$ cat src/rtl/mb_fetch_engine.sv
// Macroblock + neighbour fetch engine feeding the intra predictor.
// Optional top-right fetch: define MB_FETCH_TOPRIGHT_EN.
module mb_fetch_engine #(
    parameter int FRAME_W = 1280,
    parameter int FRAME_H = 720,
    parameter int MB_W    = 16,
    parameter int MB_H    = 16,
    parameter int ADDR_W  = 20,
    parameter int MBN_W   = 13,
    parameter int RD_LAT  = 2
) (
    input  logic              clk,
    input  logic              reset,
    input  logic              start,
    input  logic [MBN_W-1:0]  mbnumber,
    output logic              busy,
    output logic              done,
    output logic              err,
    output logic              mem_rd_en,
    output logic              mem_rd_sel,
    output logic [ADDR_W-1:0] mem_rd_addr,
    input  logic [7:0]        mem_rd_data,
    output logic              out_valid,
    input  logic              out_ready,
    output logic [7:0]        out_data,
    output logic [1:0]        out_kind,
    output logic              out_last
);
    localparam int MPR   = FRAME_W / MB_W;
    localparam int TOTAL = MPR * (FRAME_H / MB_H);
    localparam int DEPTH = RD_LAT + 2;
    localparam int PW    = $clog2(DEPTH);
    localparam int CW    = $clog2(DEPTH + 1);
    localparam int KW    = $clog2(MB_W);
    localparam int JW    = $clog2(MB_H);
    localparam logic [ADDR_W-1:0] FW = ADDR_W'(FRAME_W);
    localparam logic [ADDR_W-1:0] MW = ADDR_W'(MB_W);
    localparam logic [KW-1:0] KMAX = KW'(MB_W - 1);
    localparam logic [JW-1:0] JMAX = JW'(MB_H - 1);

    typedef enum logic [2:0] {
        S_IDLE, S_CALC, S_MB, S_TOP, S_LEFT, S_TR, S_DRAIN
    } state_t;

    state_t r_state, w_ns;
    logic [MBN_W-1:0]  r_mbn;
    logic [ADDR_W-1:0] r_x0, r_y0;
    logic [KW-1:0]     r_k;
    logic [JW-1:0]     r_j;
    logic              r_done, r_err;

    logic [RD_LAT-1:0]      r_sv, r_sc, r_sl;
    logic [RD_LAT-1:0][1:0] r_sk;

    logic [7:0]    r_fd [DEPTH];
    logic [1:0]    r_fk [DEPTH];
    logic          r_fl [DEPTH];
    logic [PW-1:0] r_rp, r_wp;
    logic [CW-1:0] r_cnt, w_infl;

    logic              w_slot, w_issue, w_credit, w_const, w_slast;
    logic              w_oor, w_done_n, w_err_n;
    logic              w_kend, w_jend;
    logic [1:0]        w_kind;
    logic [ADDR_W-1:0] w_row, w_col;
    logic              w_tv, w_fne, w_beat, w_push, w_pop;
    logic [7:0]        w_tdata;

    assign w_oor  = 32'(r_mbn) >= 32'(TOTAL);
    assign w_kend = r_k == KMAX;
    assign w_jend = r_j == JMAX;

    always_comb begin
        w_infl = '0;
        for (int i = 0; i < RD_LAT; i++)
            w_infl = w_infl + CW'(r_sv[i]);
    end

    assign w_credit = ({1'b0, r_cnt} + {1'b0, w_infl})
                      < (CW+1)'(DEPTH);

    always_comb begin
        w_ns     = r_state;
        w_slot   = 1'b0;
        w_kind   = 2'd0;
        w_const  = 1'b0;
        w_slast  = 1'b0;
        w_row    = '0;
        w_col    = '0;
        w_done_n = 1'b0;
        w_err_n  = 1'b0;
        w_issue  = 1'b0;
        unique case (r_state)
            S_IDLE: if (start) w_ns = S_CALC;
            S_CALC: begin
                if (w_oor) begin
                    w_ns     = S_IDLE;
                    w_done_n = 1'b1;
                    w_err_n  = 1'b1;
                end else begin
                    w_ns = S_MB;
                end
            end
            S_MB: begin
                w_slot  = 1'b1;
                w_issue = w_credit;
                w_row   = r_y0 + ADDR_W'(r_j);
                w_col   = r_x0 + ADDR_W'(r_k);
                if (w_issue && w_kend && w_jend) w_ns = S_TOP;
            end
            S_TOP: begin
                w_slot  = 1'b1;
                w_issue = w_credit;
                w_kind  = 2'd1;
                w_const = r_y0 == '0;
                w_row   = r_y0 - 1'b1;
                w_col   = r_x0 + ADDR_W'(r_k);
                if (w_issue && w_kend) w_ns = S_LEFT;
            end
            S_LEFT: begin
                w_slot  = 1'b1;
                w_issue = w_credit;
                w_kind  = 2'd2;
                w_const = r_x0 == '0;
                w_row   = r_y0 + ADDR_W'(r_j);
                w_col   = r_x0 - 1'b1;
`ifdef MB_FETCH_TOPRIGHT_EN
                if (w_issue && w_jend) w_ns = S_TR;
`else
                w_slast = w_jend;
                if (w_issue && w_jend) w_ns = S_DRAIN;
`endif
            end
`ifdef MB_FETCH_TOPRIGHT_EN
            S_TR: begin
                w_slot  = 1'b1;
                w_issue = w_credit;
                w_kind  = 2'd3;
                w_const = r_y0 == '0;
                w_slast = w_kend;
                w_row   = r_y0 - 1'b1;
                // right frame edge: replicate last top pixel
                if (r_x0 + MW == FW)
                    w_col = FW - 1'b1;
                else
                    w_col = r_x0 + MW + ADDR_W'(r_k);
                if (w_issue && w_kend) w_ns = S_DRAIN;
            end
`endif
            S_DRAIN: begin
                if (w_beat && out_last) begin
                    w_ns     = S_IDLE;
                    w_done_n = 1'b1;
                end
            end
            default: w_ns = S_IDLE;
        endcase
    end

    always_ff @(posedge clk or posedge reset) begin
        if (reset) begin
            r_state <= S_IDLE;
            r_mbn   <= '0;
            r_x0    <= '0;
            r_y0    <= '0;
            r_k     <= '0;
            r_j     <= '0;
            r_done  <= 1'b0;
            r_err   <= 1'b0;
        end else begin
            r_state <= w_ns;
            r_done  <= w_done_n;
            r_err   <= w_err_n;
            if (r_state == S_IDLE && start)
                r_mbn <= mbnumber;
            if (r_state == S_CALC) begin
                r_y0 <= ADDR_W'((32'(r_mbn) / 32'(MPR))
                                * 32'(MB_H));
                r_x0 <= ADDR_W'((32'(r_mbn) % 32'(MPR))
                                * 32'(MB_W));
                r_k  <= '0;
                r_j  <= '0;
            end
            if (w_issue) begin
                if (r_state == S_LEFT) begin
                    r_j <= r_j + 1'b1;
                end else begin
                    r_k <= r_k + 1'b1;
                    if (r_state == S_MB && w_kend)
                        r_j <= r_j + 1'b1;
                end
            end
        end
    end

    // tags travel alongside the memory read so ordering is preserved
    always_ff @(posedge clk or posedge reset) begin
        if (reset) begin
            r_sv <= '0;
            r_sc <= '0;
            r_sl <= '0;
            r_sk <= '0;
        end else begin
            r_sv[0] <= w_issue;
            r_sc[0] <= w_const;
            r_sl[0] <= w_slast;
            r_sk[0] <= w_kind;
            for (int i = 1; i < RD_LAT; i++) begin
                r_sv[i] <= r_sv[i-1];
                r_sc[i] <= r_sc[i-1];
                r_sl[i] <= r_sl[i-1];
                r_sk[i] <= r_sk[i-1];
            end
        end
    end

    assign w_tv    = r_sv[RD_LAT-1];
    assign w_tdata = r_sc[RD_LAT-1] ? 8'd128 : mem_rd_data;
    assign w_fne   = r_cnt != '0;
    assign w_beat  = out_valid & out_ready;
    assign w_pop   = w_beat & w_fne;
    assign w_push  = w_tv & ~(~w_fne & out_ready);

    always_ff @(posedge clk or posedge reset) begin
        if (reset) begin
            r_rp  <= '0;
            r_wp  <= '0;
            r_cnt <= '0;
            for (int i = 0; i < DEPTH; i++) begin
                r_fd[i] <= '0;
                r_fk[i] <= '0;
                r_fl[i] <= 1'b0;
            end
        end else begin
            if (w_push) begin
                r_fd[r_wp] <= w_tdata;
                r_fk[r_wp] <= r_sk[RD_LAT-1];
                r_fl[r_wp] <= r_sl[RD_LAT-1];
                r_wp <= (r_wp == PW'(DEPTH-1)) ? '0 : r_wp + 1'b1;
            end
            if (w_pop)
                r_rp <= (r_rp == PW'(DEPTH-1)) ? '0 : r_rp + 1'b1;
            r_cnt <= r_cnt + CW'(w_push) - CW'(w_pop);
        end
    end

    assign busy        = r_state != S_IDLE;
    assign done        = r_done;
    assign err         = r_err;
    assign mem_rd_en   = w_issue & ~w_const;
    assign mem_rd_sel  = mem_rd_en & (r_state != S_MB);
    assign mem_rd_addr = mem_rd_en ? (w_row * FW + w_col) : '0;

    // empty FIFO lets the pipeline tail straight through
    assign out_valid = w_fne | w_tv;
    assign out_data  = w_fne ? r_fd[r_rp] :
                       (w_tv ? w_tdata : 8'd0);
    assign out_kind  = w_fne ? r_fk[r_rp] :
                       (w_tv ? r_sk[RD_LAT-1] : 2'd0);
    assign out_last  = w_fne ? r_fl[r_rp] :
                       (w_tv & r_sl[RD_LAT-1]);
endmodule

$ cat config.mk
export PLATFORM = sky130hd
export DESIGN_NAME = mb_fetch_engine
export DESIGN_NICKNAME = d
export VERILOG_FILES = /design/src/rtl/mb_fetch_engine.sv
export SDC_FILE = /design/constraint.sdc
export NUM_CORES = 1
export LEC_CHECK = 0
export CAP_MARGIN = 10
export CORE_UTILIZATION = 44
export DETAILED_ROUTE_END_ITERATION = 16
export GPL_TIMING_DRIVEN = 0
export PLACE_DENSITY_LB_ADDON = 0.1
export SETUP_SLACK_MARGIN = 0.5
export SYNTH_ARGS = -nofsm -noshare
export SYNTH_HDL_FRONTEND = slang
export SYNTH_SLANG_ARGS = --single-unit
export TNS_END_PERCENT = 10
$ cat constraint.sdc
create_clock -name clk -period 6.7 [get_ports clk]
set_input_delay 1.34 -clock clk [delete_from_list [all_inputs] [get_ports clk]]
set_output_delay 1.34 -clock clk [all_outputs]
set_load 0.01 [all_outputs]
=== Word level (Yosys, flattened, before mapping) ===
Index checks and enable logic that the tools add are counted.

* Eq/ne operators: 15
* Multiplexer cells: 51
* Add/subtract/negate cells: 13
* Reduce and logical (&&, ||, !) cells: 16
* Divide/modulo/power cells: 2
* Order comparisons: 5
* Multipliers: 1
* Bitwise logic cells: 13

{| class="wikitable"
|+ Operator list
! kind !! count
|-
| one-hot mux 20 bit (2 select lines) || 2
|-
| 2-to-1 mux 8 bit || 6
|-
| adder 20 x 4 -> 20 bit || 2
|-
| zero test 20 bit || 2
|-
| subtractor 20 x 1 -> 20 bit, second input constant || 2
|-
| bitwise mux 32 bit || 1
|-
| divider 13 x 7 -> 32 bit, second input constant || 1
|-
| remainder unit 13 x 7 -> 32 bit, second input constant || 1
|-
| 2-to-1 mux 4 bit || 7
|-
| adder 20 bit || 1
|-
| multiplier 20 x 3 -> 12 bit, second input constant || 1
|-
| 2-to-1 mux 20 bit || 1
|-
| one-hot mux 3 bit (6 select lines) || 1
|-
| binary-select mux 8 bit (select 2 bit) || 1
|-
| demux 8 bit (select 2 bit) || 1
|-
| 2-to-1 mux 2 bit || 8
|-
| 2-to-1 mux 3 bit || 5
|-
| greater-or-equal comparator 13 x 12 -> 1 bit, second input constant || 1
|-
| inequality test 2 bit, second input constant || 5
|-
| 2-to-1 mux 1 bit || 9
|-
| adder 4 x 1 -> 4 bit, second input constant || 2
|-
| bitwise mux 8 bit || 1
|-
| == test 4 bit, second input constant || 2
|-
| AND 1 bit || 7
|-
| other kinds (29) || 46
|}

* Output and inout bits: 37
* Input bits: 25
* Register bits after elaboration: 119
* Word-level logic and storage cells: 144

=== Logic depth before layout (Yosys ltp) ===
Gate-level depths: netlist (run 1).

* Word-level depth: 8
* Gate-level depth with buffers: 24
* Gate-level depth less buffers: 22

=== Worst setup path after synthesis (run 1) ===
No wires, ideal clock.

* Kind: register to output
* From: register r_state[2]
* To: output mem_rd_addr[19]
* Required time: 5.360 ns
* Cell stages (with the launch flop): 23
* Slack: 1.539 ns
* Arrival time: 3.821 ns
* Buffers on the path: 2
* Cell sequence: dfrtp_1 clkbuf_1 nand2b_1 nand2b_1 inv_1 buf_1 nand2_1 nand2_1 ha_1 ha_1 inv_1 fa_1 inv_1 ha_1 a21oi_1 o21bai_1 a21oi_1 o21bai_1 a21oi_1 o21bai_1 a21oi_1 xnor2_1 nor2_1

* Word-level cells in the longest chain between the ends: 6
* Elaborated cells on any way between the ends: 15
* Classes of those cells: add/sub: 1; mul: 1; eq/ne: 3; mux: 5; bitwise: 2; reduce/logical: 3

{| class="wikitable"
|+ RTL lines
! element !! RTL line !! RTL
|-
| from (decl) || 45 || <nowiki>state_t r_state, w_ns;</nowiki>
|-
| from (signal assigned) || 171 || <nowiki>r_state <= w_ns;</nowiki>
|-
| == test 3 bit / == test 3 x 2 -> 1 bit (equally long branches) || n/a ||
|-
| OR reduction 2 bit (no line) || n/a ||
|-
| one-hot mux 20 bit (2 select lines) || 93 || <nowiki>unique case (r_state)</nowiki>
|-
| multiplier 20 x 3 -> 12 bit || 252 || <nowiki>assign mem_rd_addr = mem_rd_en ? (w_row * FW + w_col) : '0;</nowiki>
|-
| adder 20 bit || 252 ||
|-
| 2-to-1 mux 20 bit (*) || 252 ||
|-
| to (decl) || 21 || <nowiki>output logic [ADDR_W-1:0] mem_rd_addr,</nowiki>
|}

Every way passes the cells marked *; elsewhere a longest branch is shown, timed or not.

=== Final worst setup path (run 1) ===
* From: register r_state[2]
* To: output mem_rd_addr[18]

Same word-level chain as after synthesis.

==> results.sh, run 1 <==
export IMPL_cts_sinks=110
export IMPL_clock_skew_ps=9.774
export IMPL_stdcell_area_sq_um=9726
export IMPL_end_kind="primary output"
export IMPL_synthCells=992
export IMPL_synth_flop_cell="dfrtp_1"
export IMPL_startpoint_type="flip-flop"
export IMPL_status="completed"
export IMPL_ys_top_cells_by_area="dfrtp_1 33%, nand2_1 6.6%, ha_1 6.3%"
export IMPL_clk_pin_slew_ps=80
export IMPL_hpwl_microns=16200
export IMPL_worstPathArrival_ps=4650
export IMPL_synth_nets=1062
export IMPL_ios=62
export IMPL_maxSlewViolCount=0
export IMPL_die_area_sq_um=19600
export IMPL_synth_area_sq_um=8381
export IMPL_drive_gt1_share_pct=12.95
export IMPL_start_util_pct=44.80
export IMPL_syn_area_per_cell_sq_um=8.448
export IMPL_clk_latency_ps=360
export IMPL_hold_viol_final=0
export IMPL_root_buffer="clkbuf_16"
export IMPL_cap_violations=0
export IMPL_critical_path_buf_inv_count=6
export IMPL_fmax_mhz=166.9
export IMPL_stdcell_count=1307
export IMPL_area_sequential_sq_um=2755
export IMPL_slew_headroom_pct=39.35
export IMPL_portBuffers=61
export IMPL_cpMaxStageDelayCell="clkdlybuf4s50_1"
export IMPL_multiInputGateArea_sq_um=5324
export IMPL_drcViolationCount=0
export IMPL_synth_edf_count=0
export IMPL_num_rows=50
export IMPL_critPathRequiredTime_ps=5360
export IMPL_drt_pass1_iter_count=4
export IMPL_layout_min_cycle_time_ps=5992
export IMPL_antenna_found_initial=0
export IMPL_grt_overflow_total=0
export IMPL_core_area_sq_um=18710
export IMPL_r2r_slack_ps=850
export IMPL_n_antenna_cell=0
export IMPL_dpl_cell_count=1288
export IMPL_track_usage_pct=22.95
export IMPL_drt_initial_drc_count=435
export IMPL_cts_hold_fix_buffers=0
export IMPL_first_global_vias=6882
export IMPL_die_w_microns=140.0
export IMPL_grt_start_max_net_pins=58
export IMPL_via_per_inst=5.749
export IMPL_criticalPathCategory="reg -> out"
export IMPL_fin_nets=1138
export IMPL_grt_pass1_wl_microns=35910
export IMPL_hold_class="reg -> reg"
export IMPL_yosysWarnings=0
export IMPL_cts_tree="done"
export IMPL_crit_fanout=10
export IMPL_postRouteAntennaNets=0
export IMPL_fillCellCount=1833
export IMPL_path_cells="buf_2 > nand2b_4 > nand2b_4 > inv_2 > buf_4 > nand2_1 > nand2_1 > ha_1 > ha_1 > inv_1 > fa_1 > inv_1 > ha_1 > a21oi_1 > o21bai_1 > a21oi_1 > o21bai_1 > a21oi_1 > nor2_1 > nor2_1 > xor2_1 > nor2_1 > clkdlybuf4s50_1"
export IMPL_dieHeight_microns=140.0
export IMPL_async_reset_ff_share_pct=100.0
export IMPL_dr_total_vias=7514
export IMPL_fin_crit_sh_pct=89.44
export IMPL_cts_buffer_depth=2
export IMPL_synth_top_cell_area_share_pct=32.85
export IMPL_tightest_slew_ps=909.8
export IMPL_cts_buffers_inserted=9
export IMPL_finalSetupViolCount=0
export IMPL_placed_area_sq_um=9316
export IMPL_ys_types=102
export IMPL_rsz0062_at_grt="yes"
export IMPL_yosys_area_top_type="dfrtp_1"
export IMPL_synthTopCellsByCount="148 x nand2_1, 110 x dfrtp_1, 103 x o21ai_0"
export IMPL_drt_wl_total_microns=22000
export IMPL_synth_seq_cells=110
export IMPL_finalSetupTns_ps=0
export IMPL_gp_congestion=0.8892
export IMPL_crit_family="adder cells"
export IMPL_htree_levels=3
export IMPL_area_delta_synth_final_pct=16.05
export IMPL_yosysSeqAreaShare_pct=32.85
export IMPL_synth_most_common_cell="nand2_1"
export IMPL_max_stage_delay_ps=540
export IMPL_wl_per_cell_microns=16.83
per-stage QoR:
step           hold slack [ps]  setup slack, ps  utilization, %
5_1_grt                  356.6            359.4           51.99
3_5_place_dp             335.6            251.5           49.81
6_report                 351.1            707.7           51.99
3_3_place_gp             335.1            289.8           49.63
2_1_floorplan            331.2             1539               -
4_1_cts                  353.9            489.9           51.68
worst register-to-register path, delay by kind of cell, from the launching register on:
kind,cells,cell delay (ps)
adder cells (fa/ha/maj),1,450
multiplexers,1,430
flip-flops,1,470
buffers and inverters,3,730
AND/OR/NAND/NOR,6,1760
AO/OA/AOI/OAI,6,1950
area by class of cell:
class,instances,share of cell area (%)
Buffer,47,2.316
Clock buffer,9,2.316
Clock inverter,7,0.7848
Inverter,42,1.685
Multi-Input combinational cell,793,54.74
Sequential cell,110,28.33
Tap cell,234,3.010
Timing Repair Buffer,65,6.818
per-layer routing:
metal	track usage [%]	vias up	part of all wire, %
met3	3.009	22	3.7
met1	33.27	3590	50
met4	4.627	0	1.2
met5	0	-	0
li1	-	3731	-
met2	36.61	171	45
logic make-up (layout without fill, tap and decap cells):
kind of cell	Yosys count	count (layout)	share of synthesized area (%)
flops	110	110	32.85
mux	40	40	6.823
compound gates	282	282	22.63
xor+xnor	34	34	3.553
fa+ha+maj	46	46	7.107
buf+inv	89	170	4.374
simple gates	391	391	22.66
state kept, by name, summed over array words and instances (netlist names), 3 cells and up:
name / count
r_k: 4
r_x0: 16
r_state: 3
r_j: 4
r_fk: 8
r_cnt: 3
r_fd: 32
r_mbn: 13
r_sk: 4
r_fl: 4
r_y0: 7
final timing paths:
kind,startpoint,cells past startpoint,endpoint
worst max-delay path,r_state[2],23,mem_rd_addr[18]
worst min-delay path,r_sc[0],0,r_sc[1]
worst max register to register,r_mbn[10],17,r_x0[19]
worst min register to register,r_sc[0],0,r_sc[1]
max in group asynchronous,reset,3,r_state[0]
min in group asynchronous,reset,2,r_fd[17]
cells in the final DEF, fill, tap and decap left out, types with 4 or more instances in the layout:
master / instances
o21ai_2: 4
o21ai_0: 99
o211ai_1: 4
mux2_2: 21
o31ai_1: 16
nand2_1: 147
nand2b_1: 20
and2_1: 5
xor2_1: 11
ha_1: 42
buf_4: 7
a21oi_2: 7
nand3b_1: 4
nand4_1: 8
clkbuf_16: 9
and3_1: 4
clkbuf_1: 28
or2_2: 4
a21o_1: 7
buf_2: 7
nor2_1: 89
o22ai_1: 4
or3_1: 12
o21ai_1: 9
o21bai_1: 11
dfrtp_1: 108
inv_1: 38
mux2i_1: 6
nor3_1: 18
clkdlybuf4s50_1: 60
nor4_1: 8
mux4_2: 11
a31oi_1: 8
xnor2_1: 23
nor2b_1: 8
a21oi_1: 49
nand3_1: 30
a221o_1: 4
timing repair:
action / in CTS / in global routing
pin swaps: 0 / 4
gates resized for setup: 22 / 14
buffers inserted: 0 / 3
setup endpoints to repair: 5 / 4
Power of run 1 is left out: the tool's default activity adds up to more than one toggle a clock period on the data nets, which glitch-free logic cannot reach.
==> inputs of run 2 (changes only) <==
--- a/config.mk
+++ b/config.mk
@@ -5,11 +5,11 @@
 export SDC_FILE = /design/constraint.sdc
 export NUM_CORES = 1
 export LEC_CHECK = 0
-export CAP_MARGIN = 10
+export CAP_MARGIN = 20
 export CORE_UTILIZATION = 44
 export DETAILED_ROUTE_END_ITERATION = 16
 export GPL_TIMING_DRIVEN = 0
-export PLACE_DENSITY_LB_ADDON = 0.1
+export PLACE_DENSITY = 0.62
 export SETUP_SLACK_MARGIN = 0.5
 export SYNTH_ARGS = -nofsm -noshare
 export SYNTH_HDL_FRONTEND = slang
==> run 2 against run 1 <==
- global-route usage rose by 0.42 points
- design area hardly changed
- via count shrank 0.65%
- utilization hardly changed
- clock skew barely moved
- critical path depth did not move
- critical endpoint unchanged
- worst hold slack gained 2.2 ps
- final cell count did not move
- setup slack improved by 69 ps
- first-iteration DRC count shrank 8.5%
- register-to-register slack gained 130 ps
- non-clock buffer count stayed put
==> results.sh, run 2 (synthesis gave the netlist of run 1 again) <==
export IMPL_regMostFlops="r_fd"
export IMPL_cpMaxStageDelayCell="clkdlybuf4s50_1"
export IMPL_startpoint_type="flip-flop"
export IMPL_start_util_pct=44.80
export IMPL_area_delta_synth_final_pct=16.02
export IMPL_n_antenna_cell=0
export IMPL_track_usage_pct=23.36
export IMPL_cts_sinks=110
export IMPL_finalSetupViolCount=0
export IMPL_rsz0062_at_grt="yes"
export IMPL_ios=62
export IMPL_cts_buffer_depth=2
export IMPL_maxSlewViolCount=0
export IMPL_drcViolationCount=0
export IMPL_root_buffer="clkbuf_16"
export IMPL_max_stage_delay_ps=550
export IMPL_cap_violations=0
export IMPL_finalHoldWorstSlack_ps=353.3
export IMPL_wl_per_cell_microns=16.94
export IMPL_hold_viol_final=0
export IMPL_crit_family="adder cells"
export IMPL_drive_gt1_share_pct=12.86
export IMPL_worstPathArrival_ps=4580
export IMPL_layout_common_cells="147 x nand2_1, 109 x dfrtp_1, 99 x o21ai_0"
export IMPL_fin_nets=1138
export IMPL_path_cells="clkbuf_4 > nand2b_1 > nand2b_4 > inv_2 > buf_6 > nand2_1 > nand2_1 > ha_1 > ha_1 > inv_1 > fa_1 > inv_1 > ha_1 > a21oi_1 > o21bai_1 > a21oi_1 > o21bai_1 > a21oi_1 > nor2_1 > nor2_1 > xor2_1 > nor2_1 > clkdlybuf4s50_1"
export IMPL_fillCellCount=1794
export IMPL_hold_class="reg -> reg"
export IMPL_postRouteAntennaNets=0
export IMPL_grt_overflow_total=0
export IMPL_criticalPathCategory="reg -> out"
export IMPL_gp_congestion=0.9122
export IMPL_critPathRequiredTime_ps=5360
export IMPL_first_global_vias=6964
export IMPL_slew_headroom_pct=38.69
export IMPL_num_rows=50
export IMPL_portBuffers=61
export IMPL_drt_pass1_iter_count=5
export IMPL_fmax_mhz=168.8
export IMPL_htree_levels=3
export IMPL_top_regs="r_fd (32), r_x0 (16), r_mbn (13)"
export IMPL_cts_hold_fix_buffers=0
export IMPL_antenna_found_initial=0
export IMPL_multiInputGateArea_sq_um=5320
export IMPL_clk_latency_ps=360
export IMPL_critical_path_buf_inv_count=6
export IMPL_drt_wl_total_microns=22140
export IMPL_die_w_microns=140.0
export IMPL_setup_ws_ps=776.3
export IMPL_drt_initial_drc_count=398
export IMPL_via_per_inst=5.712
export IMPL_fin_crit_sh_pct=88.41
export IMPL_final_common_cell="nand2_1"
export IMPL_pre_cts_ws_ps=212.7
export IMPL_status="completed"
export IMPL_crit_fanout=10
export IMPL_grt_start_max_net_pins=63
export IMPL_dpl_cell_count=1288
export IMPL_dieHeight_microns=140.0
export IMPL_end_kind="primary output"
export IMPL_hpwl_microns=16330
export IMPL_cts_tree="done"
export IMPL_clock_skew_ps=9.415
export IMPL_finalSetupTns_ps=0
export IMPL_dr_total_vias=7465
export IMPL_tightest_slew_ps=911.9
export IMPL_largest_register_ffs=32
export IMPL_area_sequential_sq_um=2754
export IMPL_core_area_sq_um=18710
export IMPL_cts_buffers_inserted=9
export IMPL_die_area_sq_um=19600
export IMPL_clk_pin_slew_ps=80
export IMPL_stdcell_count=1307
export IMPL_layout_min_cycle_time_ps=5924
export IMPL_grt_pass1_wl_microns=36450
## run 2: final cells by class
| cell class | instances | share of cell area (%) |
|---|---|---|
| multi-input cells | 793 | 54.72 |
| flip-flops and latches | 110 | 28.32 |
| repair buffers | 65 | 6.820 |
| well taps | 234 | 3.011 |
| plain buffers | 47 | 2.381 |
| clock buffers | 10 | 2.355 |
| inverters | 42 | 1.699 |
| clock inverters | 6 | 0.6949 |
## run 2: repair_timing
item                                    in CTS  in global routing
endpoints found under the setup margin       5                  3
resized for setup                           18                 23
setup buffers                                0                  3
endpoints found under the hold margin        0                  0
pin swaps                                    0                  2
## run 2: per-stage QoR
| stage | area [sq um] | utilization [%] |
|---|---|---|
| floorplan | 8381 | - |
| global placement | 9284 | 49.63 |
| global route | 9723 | 51.98 |
| finish | 9723 | 51.98 |
| detailed placement | 9316 | 49.81 |
| CTS | 9653 | 51.61 |
## run 2: metal layers
layer	up-vias	share of wire, %	global-route usage (%)
met2	174	45	37.05
li1	3718	-	-
met1	3559	49	33.77
met4	0	0.73	4.396
met3	14	4.3	3.726
met5	-	0	0
## run 2: final timing paths
path                             from         endpoint  slack [ps]  cells past startpoint
min in group asynchronous       reset         r_fd[25]        1380                      2
hold / removal                r_sk[0]          r_sk[2]         350                      0
setup reg to reg            r_mbn[10]         r_x0[18]         980                     17
max in group asynchronous       reset         r_mbn[0]        4640                      3
setup / recovery           r_state[2]  mem_rd_addr[18]         780                     23
hold reg to reg               r_sk[0]          r_sk[2]         350                      0
Power of run 2 is left out for the same reason.
==> edit: new RTL, config.mk and constraints of run 2 <==
Make the reset (`reset`) synchronous in 3 clocked blocks.
--- a/src/rtl/mb_fetch_engine.sv
+++ b/src/rtl/mb_fetch_engine.sv
@@ -157,7 +157,7 @@
         endcase
     end
 
-    always_ff @(posedge clk or posedge reset) begin
+    always_ff @(posedge clk) begin
         if (reset) begin
             r_state <= S_IDLE;
             r_mbn   <= '0;
@@ -194,7 +194,7 @@
     end
 
     // tags travel alongside the memory read so ordering is preserved
-    always_ff @(posedge clk or posedge reset) begin
+    always_ff @(posedge clk) begin
         if (reset) begin
             r_sv <= '0;
             r_sc <= '0;
@@ -221,7 +221,7 @@
     assign w_pop   = w_beat & w_fne;
     assign w_push  = w_tv & ~(~w_fne & out_ready);
 
-    always_ff @(posedge clk or posedge reset) begin
+    always_ff @(posedge clk) begin
         if (reset) begin
             r_rp  <= '0;
             r_wp  <= '0;
Function: differs if reset is asserted again (counterexample within 4 cycles, from zero or initial values and one cycle with reset high); with reset held inactive, the same outputs for 10 cycles.
==> edit against run 2 <==
Sequential cell count grew 2. Non-clock buffer count increased by 8. Global-route usage rose by 0.78 points. Worst setup slack worse by 0.051 ns. Routed wire length increased by 4.8%. Synthesized area fell by 1.5%. First-iteration DRC count grew 36%. Cell area decreased by 1.6%. Sequential share of layout area fell by 0.27 points. Hold slack better by 0.084 ns. Highest routed layer unchanged.
==> edit: results (changes against run 2) <==
Yosys
  • Avg Cell Area, Syn: 8.03 µm² (-4.9%)
  • Post-synth EDFFs: 44 (+44)
  • Syn_nets: 1095 (+3.1%)
  • Synth area leaders: dfxtp_1, edfxtp_1, nand2_1
  • Dominant synthesized flop cell: dfxtp_1
  • Seq/Total Area, Yosys: 32.5% (-0.35 points)
  • Async S/R FF share, synth: 0% (-100 points)
  • Synth cell types: 89 (-13%)
  • Top cells by instance count after synthesis: nand2_1, nor2_1, a21oi_1

Critical path
  • CP arrival: 4.63 ns (+0.05 ns)
  • Crit path to: mem_rd_addr[19]
  • Worst path slowest cell: clkdlybuf4s50_1
  • Reg2reg end: r_x0[12]$_SDFFE_PP0P_
  • Critical Path Source: r_state[1]$_SDFFE_PP0P_
  • Reg2reg setup slack: 1.19 ns (+0.21 ns)
  • Largest delay share family, worst path: compound AO/OA/AOI/OAI gates
  • Reg-to-Reg Start: r_mbn[11]$_SDFFE_PP0P_

Cells and area
  • Share of cells above drive strength 1: 9.39% (-3.5 points)
  • Fill count: 1815 (+1.2%)
  • Non-Filler Instances: 1337 (+2.3%)
  • Nets: 1170 (+2.8%)

Drt
  • Via density per instance: 5.81 (+1.7%)
  • Drt wl/cell: 17.4 µm (+2.5%)
  • Initial DRC Count: 543 (+36%)
  • Drt first pass iters: 7 (+2)

Outcome
  • Outcome: finished clean

GRT
  • First-pass GRT wire length: 37.1 mm (+1.8%)
  • Total track usage: 24.1% (+0.78 points)
  • Vias in the first global route: 7063 (+1.4%)
  • Met3 Usage GRT: 2.49% (-1.2 points)
  • Largest net degree at the start of global routing: 20 (-68%)
  • Grt met2 use: 38.5% (+1.5 points)
  • Met1 usage in global routing: 34.4% (+0.58 points)

Timing
  • Fmax: 167 MHz (-0.86%)
  • Skew final: 0.0118 ns (+0.00239 ns)
  • Worst rel slew slack: 41.0% (+2.3 points)
  • WHS: 0.437 ns (+0.0836 ns)

Clocking
  • CTS resizes: 13 (-5)
  • Worst-skew pair later-pin latency: 0.36 ns (about the same)
  • Setup Fix Bufs, Post-CTS: 1 (+1)

Place
  • Placed instance area: 9170 µm² (-1.6%)
  • RePlAce Congestion: 0.906 (-0.73%)
  • Detail Placement HPWL: 17.5 mm (+7.2%)
  • Pre-CTS WS: 0.218 ns (+0.00519 ns)
  • IO buf count: 61 (unchanged)

Worst hold path
  • HP Class: register to register
  • Cells on Worst Hold Path: 1 (+1)
  • Hold endpoint: r_sk[3]$_SDFF_PP0_
  • Hold Path Origin: r_sk[1]$_SDFF_PP0_

Pwr
  • Pwr/cell area: 320 nW/µm²
## edit: per-layer routing
layer | wire length, µm | vias to the layer above
met4 | 407 | 0
met1 | 11100 | 3680
met2 | 10700 | 198
met5 | 0 | -
li1 | - | 3853
met3 | 999 | 33
## edit: final cells by class
class	count	area, µm²	area share (%)
flip-flops and latches	112	2680	28.1
clock buffers	11	254	2.65
clock inverters	5	71.3	0.745
well taps	229	287	3.00
plain buffers	56	260	2.72
repair buffers	64	634	6.63
multi-input cells	821	5230	54.7
inverters	39	146	1.53
## edit: kinds of logic (layout without fill, tap and decap cells)
family / Yosys count / count (layout) / share of synthesized area (%)
compound gates: 288 / 288 / 23.0
buf+inv: 95 / 175 / 4.77
xor+xnor: 33 / 33 / 3.50
fa+ha+maj: 43 / 43 / 6.76
simple gates: 434 / 434 / 24.9
mux: 23 / 23 / 4.56
flops: 112 / 112 / 32.5
